File: config.mk
export PLATFORM = sky130hd
export DESIGN_NAME = datapath_seq_ctrl
export DESIGN_NICKNAME = d
export VERILOG_FILES = /design/src/rtl/dp_ctrl_pkg.sv /design/src/rtl/dp_instr_fifo.sv /design/src/rtl/datapath_seq_ctrl.sv
export SDC_FILE = /design/constraint.sdc
export NUM_CORES = 1
export LEC_CHECK = 0
export CAP_MARGIN = 10
export CORE_UTILIZATION = 59
export DETAILED_ROUTE_END_ITERATION = 8
export PLACE_DENSITY = 0.84
export SYNTH_ARGS = -nofsm -noshare
export SYNTH_HDL_FRONTEND = slang
export SYNTH_HIERARCHICAL = 1
export SYNTH_SLANG_ARGS = --single-unit
File: constraint.sdc
create_clock -name clk -period 4.4 [get_ports clk]
set_input_delay 0.88 -clock clk [delete_from_list [all_inputs] [get_ports clk]]
set_output_delay 0.88 -clock clk [all_outputs]
set_load 0.02 [all_outputs]
File: src/rtl/dp_ctrl_pkg.sv
// dp_ctrl_pkg: shared instruction format, op codes and FSM encoding for the datapath sequencer
package dp_ctrl_pkg;
  localparam int INSTR_W = 9;
  localparam int OP_MSB = 8;
  localparam int OP_LSB = 6;
  localparam int DST_MSB = 5;
  localparam int DST_LSB = 4;
  localparam int SRCA_MSB = 3;
  localparam int SRCA_LSB = 2;
  localparam int SRCB_MSB = 1;
  localparam int SRCB_LSB = 0;
  localparam logic [2:0] OP_ADD = 3'b000;
  localparam logic [2:0] OP_SUB = 3'b001;
  localparam logic [2:0] OP_AND = 3'b010;
  localparam logic [2:0] OP_XOR = 3'b011;
  localparam logic [2:0] OP_NOP = 3'b111;
  localparam logic [1:0] S_IDLE = 2'd0;
  localparam logic [1:0] S_ISSUE = 2'd1;
  localparam logic [1:0] S_GAP = 2'd2;
  typedef struct packed {
    logic [2:0] op;
    logic [1:0] dst;
    logic [1:0] src_a;
    logic [1:0] src_b;
  } instr_t;
  function automatic logic is_write(input logic [2:0] op);
    return op != OP_NOP;
  endfunction
endpackage

File: src/rtl/dp_instr_fifo.sv
// dp_instr_fifo: first-word-fall-through instruction FIFO with registered full/empty and level
module dp_instr_fifo
  import dp_ctrl_pkg::*;
#(
  parameter int DEPTH = 4,
  parameter int W = INSTR_W
) (
  input  logic                     clk,
  input  logic                     rst,
  input  logic                     i_push,
  input  logic                     i_pop,
  input  logic [W-1:0]             i_data,
  output logic [W-1:0]             o_head,
  output logic [W-1:0]             o_next,
  output logic                     o_full,
  output logic                     o_empty,
  output logic [$clog2(DEPTH):0]   o_level
);
  localparam int AW = $clog2(DEPTH);
  logic [W-1:0] r_mem [DEPTH];
  logic [AW-1:0] r_wr_ptr, r_rd_ptr, w_rd_nxt;
  logic [AW:0] r_level, w_level_nxt;
  logic r_full, r_empty, w_push, w_pop;
  assign w_push = i_push && !r_full;
  assign w_pop = i_pop && !r_empty;
  assign w_rd_nxt = r_rd_ptr + AW'(1);
  assign w_level_nxt = r_level + (AW+1)'(w_push) - (AW+1)'(w_pop);
  always_ff @(posedge clk or posedge rst) begin
    if (rst) begin
      r_wr_ptr <= '0;
      r_rd_ptr <= '0;
      r_level <= '0;
      r_full <= 1'b0;
      r_empty <= 1'b1;
    end else begin
      if (w_push) r_wr_ptr <= r_wr_ptr + AW'(1);
      if (w_pop) r_rd_ptr <= w_rd_nxt;
      r_level <= w_level_nxt;
      r_full <= w_level_nxt == (AW+1)'(DEPTH);
      r_empty <= w_level_nxt == '0;
    end
  end
  always_ff @(posedge clk) begin
    if (w_push) r_mem[r_wr_ptr] <= i_data;
  end
  // o_next lets the sequencer load the following entry on the same edge that pops the head
  assign o_head = r_mem[r_rd_ptr];
  assign o_next = r_mem[w_rd_nxt];
  assign o_full = r_full;
  assign o_empty = r_empty;
  assign o_level = r_level;
endmodule

File: src/rtl/datapath_seq_ctrl.sv
// datapath_seq_ctrl: issues buffered register-to-register instructions to the datapath
// as a fixed write/gap pair, counting retired instructions
module datapath_seq_ctrl
  import dp_ctrl_pkg::*;
#(
  parameter int DEPTH = 4,
  parameter int CNT_W = 8
) (
  input  logic                   clk,
  input  logic                   rst,
  input  logic                   instr_valid,
  input  logic [8:0]             instr,
  output logic                   instr_ready,
  input  logic                   run,
  output logic                   wr,
  output logic [1:0]             addr1,
  output logic [1:0]             addr2,
  output logic [1:0]             addr3,
  output logic [2:0]             ALUControl,
  output logic                   busy,
  output logic [$clog2(DEPTH):0] fifo_level,
  output logic [CNT_W-1:0]       retired
);
  logic [1:0] r_state, w_state_nxt;
  logic [INSTR_W-1:0] w_head, w_next;
  logic w_full, w_empty, w_pop, w_more, w_load;
  instr_t w_src;
  logic r_wr;
  logic [1:0] r_addr1, r_addr2, r_addr3;
  logic [2:0] r_op;
  logic [CNT_W-1:0] r_retired;
  dp_instr_fifo #(.DEPTH(DEPTH), .W(INSTR_W)) u_fifo (
    .clk    (clk),
    .rst    (rst),
    .i_push (instr_valid),
    .i_pop  (w_pop),
    .i_data (instr),
    .o_head (w_head),
    .o_next (w_next),
    .o_full (w_full),
    .o_empty(w_empty),
    .o_level(fifo_level)
  );
  assign w_pop = r_state == S_GAP;
  // another entry must remain once the current head is popped
  assign w_more = |fifo_level[$clog2(DEPTH):1] && run;
  assign w_state_nxt = r_state == S_IDLE  ? ((!w_empty && run) ? S_ISSUE : S_IDLE) :
                       r_state == S_ISSUE ? S_GAP :
                       w_more ? S_ISSUE : S_IDLE;
  assign w_load = w_state_nxt == S_ISSUE;
  assign w_src = instr_t'(r_state == S_GAP ? w_next : w_head);
  always_ff @(posedge clk or posedge rst) begin
    if (rst) begin
      r_state <= S_IDLE;
      r_wr <= 1'b0;
      r_addr1 <= '0;
      r_addr2 <= '0;
      r_addr3 <= '0;
      r_op <= '0;
      r_retired <= '0;
    end else begin
      r_state <= w_state_nxt;
      r_wr <= w_load && is_write(w_src.op);
      if (w_load) begin
        r_addr1 <= w_src.src_a;
        r_addr2 <= w_src.src_b;
        r_addr3 <= w_src.dst;
        r_op <= w_src.op;
      end
      if (w_pop) r_retired <= r_retired + CNT_W'(1);
    end
  end
  assign instr_ready = !w_full;
  assign wr = r_wr;
  assign addr1 = r_addr1;
  assign addr2 = r_addr2;
  assign addr3 = r_addr3;
  assign ALUControl = r_op;
  assign busy = r_state != S_IDLE;
  assign retired = r_retired;
endmodule

==> out/results.txt <==
status: completed
Row Count: 25
Fin. Hold Viols: 0
CP arrival: 3.14 ns
nature of the critical path startpoint: input port
Post-DP HPWL: 3310 microns
Max stage delay on crit path: 0.45 ns
FILL cells: 295
worst setup path end: u_fifo/o_full$_DFF_PP0_
Post-Syn Instances: 164
Inserted Clock Buffers: 9
clk_lat worst skew: 0.33 ns
RR Endpoint: u_fifo/o_full$_DFF_PP0_
Worst path most repeated cell: inv_1
Worst-Margin Slew: 0.897 ns
power share of the clock group: 17.1%
Sequential Power Share: 41.6%
Worst Clk Skew: 0.0103 ns
# IOs: 36
vias in the first global route: 1565
Via density: 5.61
syn_nets: 185
hold buffer count at cts: 0
initial antenna violation count: 0
clock sink count: 65
CP Capture Type: register
H-tree depth: 3
Cell Int Power: 1.64 mW
min-delay src: retired[7]$_DFFE_PP0P_
worst hold slack: 0.483 ns
Post-synth EDFFs: 36
DRC: 0
flop-to-flop setup slack: 1.91 ns
antenna-violating nets left: 0
final period utilization: 66.1%
gr ovfl total: 0
fin area: 3510 sq um
Post-CTS Setup Repair Bufs: 0
post-synth cell types: 30
Worst path slowest cell: clkdlybuf4s50_1
post-synthesis instance area: 2980 sq um
Relative slew margins: 40.2%
WS Path Type: in2reg
die width: 73.0 microns
area grow syn2layout: 17.9%
WL/cell: 17.6 microns
final setup fails: 0
CP Depth: 10
CTS tree: yes
drt total wl: 4850 microns
first-iteration detailed-routing DRC count: 111
Leakage: 1.36 nW
r2r startpoint: r_state[1]$_DFF_PP0_
pin count of the biggest net entering global routing: 22
routed via count: 1547
Post-DP Area: 3350 sq um
fmax: 344 MHz
net switching power figure: 813 uW
worst path cell trace: clkdlybuf4s50_1, nor2b_1, inv_1, ha_1, inv_1, ha_1, inv_1, fa_1, xor3_1, nor3b_1
clock slew at reported path FFs: 0.06 ns
synthesized flop and latch total: 65
RePlAce Congestion: 0.801
CP Launch Point: instr_valid
switching part of the total: 33.2%
gr usage total: 21.7%
Combinational Power Share: 41.3%
share of post-route cells with drive strength above 1: 19.1%
area of the multi-input gates: 1060 sq um
area of the core: 4790 sq um
crit-path max FO: 7
drt pass-1 iters: 4
maximum root-to-sink buffer count: 2
Syn. warnings: 6
Hold WC Path Type: reg2reg
Worst R2R Path Depth: 10
Register Area: 1810 sq um
port bufs: 35
pwr/cell area: 698 nW/um^2
CTS root buf: clkbuf_8
# resized after CTS: 0
Starting Density: 62.2%
RSZ-0062 raised after global routing: false
min Tclk post-route: 2.91 ns
sequential fraction of the synthesis area: 60.8%
Setup TNS Final: 0 ns
first-pass GRT wire length: 8050 microns
Post-synth ARST share: 44.6%
Critical Path RT: 4.63 ns
delay-heaviest family, CP: adder cells
Final #Nets: 225
Max VDD drop: 0.000351 V
syn avg cell area: 18.1 sq um
Max Cap Viol: 0
die footprint: 5330 sq um
chip height: 73.0 microns
Max Slew Vio Count: 0
top_reg_cell synth: edfxtp_1
Antenna Cells: 0
Buf/Inv on CP: 4
[power by group through the flow]
stage / Clock [mW] / Sequential, mW / Combinational, mW
after floorplan: 0 / 1.04 / 0.703
after detailed placement: 0 / 1.04 / 1.01
final: 0.418 / 1.02 / 1.01
after global placement: 0 / 1.01 / 0.970
after CTS: 0.427 / 1.03 / 1.02
after global routing: 0.457 / 1.06 / 1.09
[cell usage in the layout, fill, tap and decap left out]
cell type,instances
clkbuf_8,10
dfstp_2,1
xnor2_1,8
edfxtp_1,36
clkdlybuf4s50_1,35
nor2b_1,4
buf_4,1
nor3b_1,1
mux2_2,20
clkbuf_1,5
fa_1,1
nand2_1,2
mux4_1,13
xor3_1,1
nand3b_1,1
dfrtp_1,28
and3_1,2
or3_1,1
inv_1,9
and2_1,4
nor3_1,1
nand3_1,1
ha_1,7
or2_2,1
nand4_1,5
clkinv_2,1
xor2_1,2
o211a_1,1
mux4_2,5
o21ai_0,1
a21boi_2,1
[routing by layer]
metal  vias to the layer above  track usage, %  part of all wire, %
met2                        38            33.1                   50
met3                         2            6.22                  4.0
met1                       789            29.7                   45
li1                        718               -                    -
met4                         0            9.15                 0.60
met5                         -               0                    0
[layout make-up]
type	count	share of cell area (%)
Multi-Input combinational cell	83	30.3
Sequential cell	65	51.5
Inverter	9	0.963
Timing Repair Buffer	36	10.2
Clock buffer	15	4.46
Tap cell	67	2.39
Clock inverter	1	0.143
[logic make-up after synthesis]
family,Yosys count,share of synthesized area (%)
adder cells (fa/ha/maj),8,3.62
buffers and inverters,16,3.49
multiplexers,38,22.8
flip-flops,65,60.8
XOR/XNOR,11,3.74
AND/OR/NAND/NOR,23,4.67
AO/OA/AOI/OAI,3,0.883
[Yosys cell counts, types with 3 or more instances]
cell type,count,area (sq um)
edfxtp_1,36,1080
buf_4,3,22.5
dfrtp_1,28,701
nand4_1,5,31.3
xnor2_1,8,70.1
nor2b_1,4,25.0
mux4_2,5,113
inv_1,9,33.8
mux2_2,20,225
ha_1,7,87.6
mux4_1,13,342
and2_1,4,25.0
[sequential cells by signal, summed over array words and instances (netlist names), 2 cells and up]
signal           cells
retired              8
u_fifo/r_rd_ptr      2
addr3                2
addr2                2
u_fifo/r_mem        36
u_fifo/o_level       3
ALUControl           3
u_fifo/r_wr_ptr      2
addr1                2
r_state              2
[worst min-delay path by stage]
stage	end	slack (ns)	depth (start not counted)
global route	retired[7]$_DFFE_PP0P_	0.52	1
detailed placement	retired[7]$_DFFE_PP0P_	0.47	1
CTS	retired[7]$_DFFE_PP0P_	0.48	1
floorplan	r_state[1]$_DFF_PP0_	0.44	1
finish	retired[7]$_DFFE_PP0P_	0.48	1
global placement	r_state[1]$_DFF_PP0_	0.46	1
[per-stage QoR]
stage	power (mW)	worst slack, ns	utilization (%)	cells
global placement	1.98	1.31	69.9	260
global route	2.60	1.32	73.3	276
floorplan	1.74	1.85	-	164
detailed placement	2.05	1.15	69.9	260
finish	2.45	1.49	73.3	276
CTS	2.47	1.50	73.3	276
Power figures use the tool's default switching activity.
